File: src/rtl/mem_port_arbiter.sv
// Two-port (fetch/data) arbiter in front of a single shared memory port.
// One transaction in flight at a time, fair alternation on contention, with a BUSY timeout.
module mem_port_arbiter #(
  parameter int TIMEOUT = 16,
  parameter int CNT_W   = 16
) (
  input  logic             clk_i,
  input  logic             rst_i,
  input  logic             if_req_i,
  input  logic [31:0]      if_addr_i,
  input  logic             if_flush_i,
  output logic             if_ack_o,
  output logic [31:0]      if_rdata_o,
  input  logic             d_req_i,
  input  logic             d_we_i,
  input  logic [31:0]      d_addr_i,
  input  logic [31:0]      d_wdata_i,
  output logic             d_ack_o,
  output logic [31:0]      d_rdata_o,
  output logic             mem_req_o,
  output logic             mem_we_o,
  output logic [31:0]      mem_addr_o,
  output logic [31:0]      mem_wdata_o,
  input  logic             mem_ready_i,
  input  logic [31:0]      mem_rdata_i,
  output logic             err_o,
  output logic [CNT_W-1:0] if_wait_cnt_o,
  output logic [CNT_W-1:0] d_wait_cnt_o
);

  localparam int TW = $clog2(TIMEOUT + 1);

  typedef enum logic [1:0] {IDLE = 2'd0, BUSY = 2'd1, RESP = 2'd2} state_t;

  state_t           r_state, w_nextState;
  logic             w_grant, w_winData, w_timeout, w_resp;
  logic             r_lastData, r_ownerData, r_flushed, r_timedOut;
  logic             r_memReq, r_memWe;
  logic [31:0]      r_memAddr, r_memWdata, r_respData;
  logic [TW-1:0]    r_timer;
  logic [CNT_W-1:0] r_ifWait, r_dWait;

  always_ff @(posedge clk_i) begin
    if (!rst_i) r_state <= IDLE;
    else        r_state <= w_nextState;
  end

  // On contention the port that did not win last time gets the memory.
  always_comb begin
    w_nextState = r_state;
    w_grant     = 1'b0;
    w_timeout   = 1'b0;
    w_winData   = d_req_i && (!if_req_i || !r_lastData);
    case (r_state)
      IDLE: begin
        if (if_req_i || d_req_i) begin
          w_grant     = 1'b1;
          w_nextState = BUSY;
        end
      end
      BUSY: begin
        w_timeout = !mem_ready_i && (r_timer == TW'(TIMEOUT));
        if (mem_ready_i || w_timeout) w_nextState = RESP;
      end
      RESP:    w_nextState = IDLE;
      default: w_nextState = IDLE;
    endcase
  end

  always_ff @(posedge clk_i) begin
    if (!rst_i) begin
      r_lastData  <= 1'b0;
      r_ownerData <= 1'b0;
      r_flushed   <= 1'b0;
      r_timedOut  <= 1'b0;
      r_memReq    <= 1'b0;
      r_memWe     <= 1'b0;
      r_memAddr   <= '0;
      r_memWdata  <= '0;
      r_respData  <= '0;
      r_timer     <= '0;
    end else begin
      case (r_state)
        IDLE: begin
          if (w_grant) begin
            r_lastData  <= w_winData;
            r_ownerData <= w_winData;
            r_flushed   <= !w_winData && if_flush_i;
            r_timedOut  <= 1'b0;
            r_respData  <= '0;
            r_memReq    <= 1'b1;
            r_memWe     <= w_winData && d_we_i;
            r_memAddr   <= w_winData ? d_addr_i : if_addr_i;
            r_memWdata  <= w_winData ? d_wdata_i : 32'd0;
            r_timer     <= TW'(1);
          end
        end
        BUSY: begin
          if (if_flush_i && !r_ownerData) r_flushed <= 1'b1;
          // Memory port is released as soon as the transaction ends, either way.
          if (mem_ready_i || w_timeout) begin
            r_respData <= (mem_ready_i && !r_memWe) ? mem_rdata_i : 32'd0;
            r_timedOut <= w_timeout;
            r_memReq   <= 1'b0;
            r_memWe    <= 1'b0;
            r_memAddr  <= '0;
            r_memWdata <= '0;
            r_timer    <= '0;
          end else begin
            r_timer <= r_timer + TW'(1);
          end
        end
        default: ;
      endcase
    end
  end

  always_ff @(posedge clk_i) begin
    if (!rst_i) begin
      r_ifWait <= '0;
      r_dWait  <= '0;
    end else begin
      if (if_req_i && !if_ack_o && (r_ifWait != {CNT_W{1'b1}})) r_ifWait <= r_ifWait + CNT_W'(1);
      if (d_req_i && !d_ack_o && (r_dWait != {CNT_W{1'b1}}))    r_dWait  <= r_dWait + CNT_W'(1);
    end
  end

  assign w_resp        = (r_state == RESP);
  assign if_ack_o      = w_resp && !r_ownerData && !r_flushed;
  assign d_ack_o       = w_resp && r_ownerData;
  assign if_rdata_o    = if_ack_o ? r_respData : 32'd0;
  assign d_rdata_o     = d_ack_o ? r_respData : 32'd0;
  assign err_o         = w_resp && r_timedOut;
  assign mem_req_o     = r_memReq;
  assign mem_we_o      = r_memWe;
  assign mem_addr_o    = r_memAddr;
  assign mem_wdata_o   = r_memWdata;
  assign if_wait_cnt_o = r_ifWait;
  assign d_wait_cnt_o  = r_dWait;

endmodule

File: config.mk
export PLATFORM = sky130hd
export DESIGN_NAME = mem_port_arbiter
export DESIGN_NICKNAME = d
export VERILOG_FILES = /design/src/rtl/mem_port_arbiter.sv
export SDC_FILE = /design/constraint.sdc
export NUM_CORES = 1
export LEC_CHECK = 0
export CAP_MARGIN = 5
export CORE_UTILIZATION = 41
export DETAILED_ROUTE_END_ITERATION = 10
export PLACE_DENSITY = 0.84
export SETUP_SLACK_MARGIN = 0.5
export SLEW_MARGIN = 25
export SYNTH_ARGS = -nofsm -noshare
export SYNTH_HDL_FRONTEND = slang
export SYNTH_SLANG_ARGS = --single-unit
File: constraint.sdc
create_clock -name clk_i -period 2.52 [get_ports clk_i]
set_clock_uncertainty 0.2 [all_clocks]
set_input_delay 0.504 -clock clk_i [delete_from_list [all_inputs] [get_ports clk_i]]
set_output_delay 0.504 -clock clk_i [all_outputs]
set_load 0.02 [all_outputs]
# == Word-level counts from Yosys, hierarchy flattened ==
# Cells that the tools add are included.
# totals
inputBits,135
reg_bits,140
elab_cells,91
# classes
n_mux,33
eq_ne,10
addsub,3
reduce_logical,33
# op_table
operator,count
32-bit 2-to-1 mux,10
32-bit one-hot mux with 2 select lines,3
"16-bit by 1-bit adder with 16-bit output, second input constant",2
"16-bit inequality test, second input constant",2
1-bit logical AND,14
1-bit 2-to-1 mux,10
5-bit 2-to-1 mux,2
"2-bit inequality test, second input constant",5
5-bit one-hot mux with 2 select lines,1
1-bit zero test,8
1-bit one-hot mux with 2 select lines,4
2-bit AND reduction,3
3-bit AND reduction,2
"5-bit by 1-bit adder with 5-bit output, second input constant",1
"5-bit equality test, second input constant",1
1-bit logical OR,4
2-bit 2-to-1 mux,2
2-bit one-hot mux with 2 select lines,1
"2-bit by 1-bit equality test with 1-bit output, second input constant",1
"2-bit equality test, second input constant",1
2-bit zero test,1
2-bit nonzero test,1

# == Depth between registers and ports, before layout ==
# Gate-level depths: netlist of run 1.
# logic_depth
word_depth,7
mapped_depth,8
mapped_depth_nobuf,6

# == Least setup slack after synthesis of run 1 ==
# Ideal clock, no wire load.
# synth_timing
path_type,register to output
start,register r_ownerData
end,output if_rdata_o[22]
path_buffers,2
t_arrival_ns,1.538
path_slack_ns,0.278
path_stages_with_launch,6
cell_sequence,dfxtp_1 or4b_1 buf_4 inv_1 buf_2 and2_1
# synth_via
elab_chain_cells,4
# synth_lines
element,line_no,rtl
"start, declared",37,"logic r_lastData, r_ownerData, r_flushed, r_timedOut;"
"start signal, assigned",87,r_ownerData <= w_winData;
1-bit zero test,129,assign if_ack_o = w_resp && !r_ownerData && !r_flushed;
1-bit logical AND (2 in a row),129,
net if_ack_o,12,"output logic if_ack_o,"
32-bit 2-to-1 mux,131,assign if_rdata_o = if_ack_o ? r_respData : 32'd0;
"end, declared",13,"output logic [31:0] if_rdata_o,"
# The timed path passes the listed nets, and every way through them passes these cells.

# == Final worst setup path of run 1 ==
# layout_timing
start,register r_ownerData
end,output if_rdata_o[31]
# layout_via
elab_chain_cells,4
# layout_lines
element,line_no
1-bit zero test,129
1-bit logical AND (2 in a row),129
32-bit 2-to-1 mux,131
# Every way passes these cells.

==> results of run 1 <==
worst max-delay path, delay by kind of cell, from the launching register on:
| family | cells | cell delay, ns |
|---|---|---|
| AND/OR/NAND/NOR | 2 | 0.71 |
| flip-flops | 1 | 0.32 |
| buffers and inverters | 4 | 0.44 |
metrics by stage:
stage          worst slack, ns  cells  util (%)  TNS, ns
6_report               -0.0827   1157      75.3   -0.998
3_3_place_gp           -0.0402   1079      65.2   -0.866
2_1_floorplan            0.440    606         -        0
4_1_cts                -0.0798   1135      72.5   -0.920
5_1_grt                 -0.119   1157      75.3    -2.00
3_5_place_dp           -0.0754   1079      65.2    -2.07
flip-flops by register name, indices dropped and copies added, names as in the netlist:
signal / count
r_timedOut: 1
mem_we_o: 1
mem_wdata_o: 32
r_state: 2
mem_req_o: 1
r_respData: 32
d_wait_cnt_o: 16
mem_addr_o: 32
r_ownerData: 1
r_flushed: 1
r_timer: 5
if_wait_cnt_o: 16
placed cells by master (no fill, tap or decap), drive strengths merged, types with 2 or more instances in the layout:
cell type,instances
and3,6
a21oi,25
nor3,4
nor4b,2
o21ai,15
buf,143
clkinv,4
and2,65
clkdlybuf4s50,131
and4,3
clkbuf,24
nor2,17
o31ai,13
mux2i,41
ha,4
o21a,3
or4,12
nor2b,2
o31a,2
clkinvlp,2
nor4,11
or3,6
dfxtp,140
inv,12
a22o,62
nand3,17
nand2b,10
bufinv,3
nand2,28
dlygate4sd2,100
a31oi,2
nand4,15
o2bb2ai,31
power by group through the flow:
stage	Clock [mW]	Combinational, mW	Sequential, mW
final	2.57	0.941	2.39
after CTS	2.60	0.863	2.38
after global placement	0	0.858	2.43
after global routing	2.71	0.994	2.40
after detailed placement	0	0.869	2.43
after floorplan	0	0.294	2.52
kinds of logic (layout without fill, tap and decap cells):
family                     count (synthesis)  after routing  share of synthesized area, %
other                                      0              1                             0
AOI/OAI and AO/OA                        161            161                          20.3
adders and majority gates                  4              4                         0.823
and+or+nand+nor                          203            203                          20.0
muxes                                     42             42                          6.93
xor gates and xnor gates                   2              2                         0.288
buffers and inverters                     54            420                          5.55
DFF                                      140            140                          46.1
what timing repair did:
item	4_1_cts	5_1_grt
pin swaps	5	8
cloned	7	7
setup endpoints to repair	252	141
hold buffers	0	0
resized for setup	560	35
hold endpoints to repair	0	0
setup buffers	17	14
path summary, 6_finish.rpt:
kind             startpoint              end  slack [ns]  cells past startpoint
min reg2reg  mem_addr_o[21]   mem_addr_o[21]        0.25                      1
max             r_ownerData   if_rdata_o[31]       -0.08                      6
max reg2reg      r_state[1]  mem_wdata_o[13]        0.52                      7
min          mem_addr_o[21]   mem_addr_o[21]        0.25                      1
area by class of cell:
type / count / area (um2)
repair buffers: 379 / 4030
fillers: 1043 / 3590
multi-input cells: 412 / 3230
flip-flops and latches: 140 / 2810
clock buffers: 20 / 437
well taps: 184 / 230
clock inverters: 12 / 163
inverters: 9 / 46.3
diodes: 1 / 2.50
routing by layer:
layer | up-vias | part of all wire [%] | global-route usage [%] | wire length (um)
met5 | - | 0.081 | 0 | 18
met4 | 2 | 3.1 | 11.7 | 683
met3 | 49 | 7.6 | 10.2 | 1680
met2 | 254 | 50 | 46.6 | 11200
met1 | 2994 | 39 | 29.6 | 8600
li1 | 2975 | - | - | -
==> metrics.txt, run 1 <==
worst setup margin=-0.0827 ns; dpl hpwl=14000 um; initial antenna violation count=2; Sw Share=25.6%; design area=10900 um2; vias per cell=5.42; final WL=22200 um; Tot Pwr=5.90 mW; Avg Cell Area, Syn=10.0 um2; critical path class=flop to output port; gp weighted congestion=0.877; failing checks=setup timing; DRC=0; GRT Resource Usage Total=27.1%; hold crit path type=flop to flop; sequential area share after synthesis=46.1%; # IOs=300; Worst setup EP type=output port; htree depth=4; synth top area cells=dfxtp_1 46%, a22o_1 8.9%, mux2i_1 6.7%; status=finished with violations; P_int=4.39 mW; Comb power frac=15.9%; Core Region=14500 um2; Flop pwr share=40.5%; total gr overflow=0; Worst EP required=1.82 ns; startpoint type of the worst setup path=flop; max-cap violations=0; Initial DRC Count=321; count of final hold-check violations=0; clock slew at reported path FFs=0.06 ns; Synth warnings=0; critical path's largest stage delay=0.57 ns; Routed WL per cell=roughly 19 um; most frequent cell after synthesis=dfxtp_1; biggest area consumer among synthesized cells=dfxtp_1; Via Count=6274; vias in the first global route=between 5000 and 6000; Sink Count=140; max-slew violations=0; Post-synth ARST share=0%; clock network fraction of total power=43.6%; maximum vdd drop=0.000485 V; Total Nets Final=1098; Final Hold Slack=0.253 ns; Max clock buf depth=2; Clock Tree Root=clkbuf_16; Fmax=384 MHz; largest net degree at the start of global routing=39; Post-DP Area=9480 um2; Die H=124 um; net count after synthesis=745; TritonCTS clock tree=yes; die area=15300 um2; commonest cells in the netlist=140 x dfxtp_1, 65 x and2_1, 62 x a22o_1; Pre-antenna DRT Iters=5; Area growth, synth to finish=79.9%; clock buffer count from CTS=17; first-pass GRT wire length=31000 um; Crit Path Max Fanout=6; final-report setup violation count=13; row cnt=44; fin crit share=103%; ys flop type=dfxtp_1; Switch Pwr=1.51 mW; starting density of the core=41.9%; Worst-Skew Late Latency=0.42 ns; Period minus WS final=about 2.6 ns; LEAKAGE=4.86 nW; Post-synth EDFFs=0; die outline width=124 um; cell count after synthesis=606; worst path cell trace=or4b_4 > inv_6 > buf_12 > clkbuf_16 > and2_4 > buf_6; max_slew headroom=74.8%; Worst EP arrival=1.90 ns; Synth top area share=46.1%; Max stage delay cell, worst path=or4b_4; Seq cells post-synth=140; Netlist cell types=54; RSZ-0062 raised after global routing=yes; pwr/cell area=539 nW/um2; number of port buffers=299; worst-margin pin slew=between 0.3 and 0.4 ns; post-synthesis cell area=6080 um2; post-route ant nets=0; share of layout cells above drive strength 1=28.5%
(Power assumes the default switching activity.)
==> inputs of run 2 (changes only) <==
Settings changed: CAP_MARGIN 5 to 20, CORE_UTILIZATION 41 to 37, PLACE_DENSITY 0.84 to 0.8.
Clock period 2.52 ns to 2.2 ns, I/O delays scaled along.
==> metrics.txt, run 2 (same netlist as run 1, synthesis figures left out) <==
RSZ-0062 raised after global routing=yes; clock slew at reported path FFs=0.06 ns (about the same); Max clock buf depth=2 (unchanged); Buffers & Inverters on Critical Path=2 (-2); largest net degree at the start of global routing=33 (-15%); count of final hold-check violations=0 (unchanged); critical hold path startpoint=r_flushed; start of the worst register-to-register path=r_state[0]; status=finished with violations; Final Hold Slack=0.267 ns (+0.0139 ns); Via Count=6285 (+0.18%); Area growth, synth to finish=76.2%; DP Cell Count=1118 (+3.6%); Switch Pwr=1.85 mW (+23%); pwr/cell area=625 nW/um2 (+16%); hold path depth=2 (+1); vias in the first global route=5787 (-0.46%); dpl hpwl=14700 um (+4.7%); LEAKAGE=4.56 nW (-6.1%); critical path class=flop to output port; die outline width=130 um (+5.2%); final WL=23000 um (+3.5%); Sink Count=140 (unchanged); Period minus WS final=roughly 2.5 ns; hold buffer count at cts=0 (unchanged); non-filler cells, final=1181 (+2.1%); number of port buffers=299 (unchanged); worst path cell trace=or4b_4 > inv_6 > and2_4 > buf_6; ANT cells=0 (-1); Routed WL per cell=19.4 um (+1.4%); startpoint type of the worst setup path=flop; row cnt=46 (+4.5%); FF-to-FF End=if_wait_cnt_o[7]; starting density of the core=38.2% (-3.7 points); Max stage delay cell, worst path=or4b_4; Worst EP required=1.56 ns (-0.26 ns); commonest non-fill, non-tap cell in the layout=clkdlybuf4s50_1; fin crit share=113%; Pre-antenna DRT Iters=4 (-1); Sw Share=27.6% (+2.0 points); critical path's largest stage delay=0.69 ns (+0.12 ns); first-pass GRT wire length=30800 um (-0.34%); Die H=130 um (+5.2%); Worst-Skew Late Latency=0.42 ns (about the same); CP top delay family=simple AND/OR/NAND/NOR gates; clock network fraction of total power=42.1% (-1.5 points); Tot Pwr=6.70 mW (+14%); final setup TNS=-12.12 ns (-11.12 ns); max-slew violations=0 (unchanged); max_slew headroom=59.0% (-16 points); Total Nets Final=1091 (-0.64%); P_int=4.85 mW (+10%); # IOs=300 (unchanged); FF-to-FF path depth=7 (unchanged); final-report setup violation count=65 (+52); Flop pwr share=41.0% (+0.5 points); hold endpoint=r_flushed; clock buffer count from CTS=17 (unchanged); Initial DRC Count=379 (+18%); Finished Core Util=67.2% (-8.1 points); worst-margin pin slew=0.615 ns (+0.242 ns); DRC=0 (unchanged); total gr overflow=0 (unchanged); commonest cells after routing, fill and taps aside=131 x clkdlybuf4s50_1, 107 x dfxtp_1, 89 x buf_2; TritonCTS clock tree=yes; die area=17000 um2 (+11%); Core Region=15900 um2 (+9.7%); Crit Path Max Fanout=8 (+2); internal reg-to-reg setup slack=0.12 ns (-0.40 ns); post-route ant nets=0 (unchanged); Worst EP arrival=1.84 ns (-0.06 ns); Worst setup EP type=output port; share of layout cells above drive strength 1=45.0% (+16 points); GRT Resource Usage Total=24.0% (-3.0 points); Comb power frac=16.9% (+1.0 points); vias per cell=5.32 (-1.9%); gp weighted congestion=0.806 (-8.0%); failing checks=setup timing; maximum vdd drop=0.000551 V (+13%); Fmax=just over 400 MHz; worst setup margin=-0.280 ns (-0.197 ns); initial antenna violation count=0 (-2); Clock Tree Root=clkbuf_16; htree depth=4 (unchanged); hold crit path type=flop to flop; max-cap violations=0 (unchanged)
## run 2: cell types whose count changed in the layout (fill, tap and decap cells not counted), sizes merged, moves of 2 or more
| cell | delta |
|---|---|
| clkbuf | +4 |
| dlygate4sd2 | -99 |
| bufinv | -2 |
| clkinv | +2 |
| inv | +7 |
| buf | +57 |
| clkdlybuf4s15 | +23 |
## run 2: power groups by stage
stage | clock network (mW) | registers [mW] | logic, mW
after floorplan | 0 | 2.89 | 0.357
after global placement | 0 | 2.79 | 0.995
after detailed placement | 0 | 2.79 | 1.01
after CTS | 2.86 | 2.74 | 0.985
after global routing | 2.99 | 2.76 | 1.19
final | 2.82 | 2.75 | 1.13
## run 2: layer usage
metal	wire length [um]	track usage, %	vias up	part of all wire (%)
met2	11900	41.0	265	52
met1	9000	28.0	3032	39
met5	0	0	-	0
met4	614	11.0	0	2.7
li1	-	-	2951	-
met3	1410	6.44	37	6.2
## run 2: worst reg2reg max path: stages (launching register included)
cell     delay [ns]
dfxtp_1        0.31
or4b_4         0.69
buf_4          0.23
nand2_1        0.07
buf_4          0.16
buf_4          0.14
nor4_4         0.05
mux2i_1        0.11
## run 2: layout make-up
cell class	count	area [um2]
clock buffers	18	439
clock inverters	14	134
fillers	1272	5220
inverters	9	48.8
multi-input cells	413	3550
flip-flops and latches	140	2860
well taps	216	270
repair buffers	367	3380
repair inverters	4	37.5
## run 2: through the flow
step / worst slack, ns / instance area [um2]
floorplan: 0.203 / 6430
global placement: -0.342 / 9730
detailed placement: -0.380 / 9730
CTS: -0.285 / 10300
global route: -0.314 / 10700
finish: -0.280 / 10700
## run 2: worst max path at each step
stage	end	cells past startpoint	start	slack, ns
floorplan	if_rdata_o[10]	5	r_ownerData	0.20
global placement	if_rdata_o[21]	4	r_ownerData	-0.34
detailed placement	if_rdata_o[23]	4	r_ownerData	-0.38
CTS	if_rdata_o[25]	4	r_state[0]	-0.28
global route	if_rdata_o[28]	4	r_state[0]	-0.31
finish	if_rdata_o[25]	4	r_state[0]	-0.28
## run 2: repair_timing
action	4_1_cts	5_1_grt
endpoints found under the hold margin	0	0
endpoints found under the setup margin	302	253
setup buffers	0	14
cloned	5	12
pin swaps	3	65
gates resized for setup	702	113
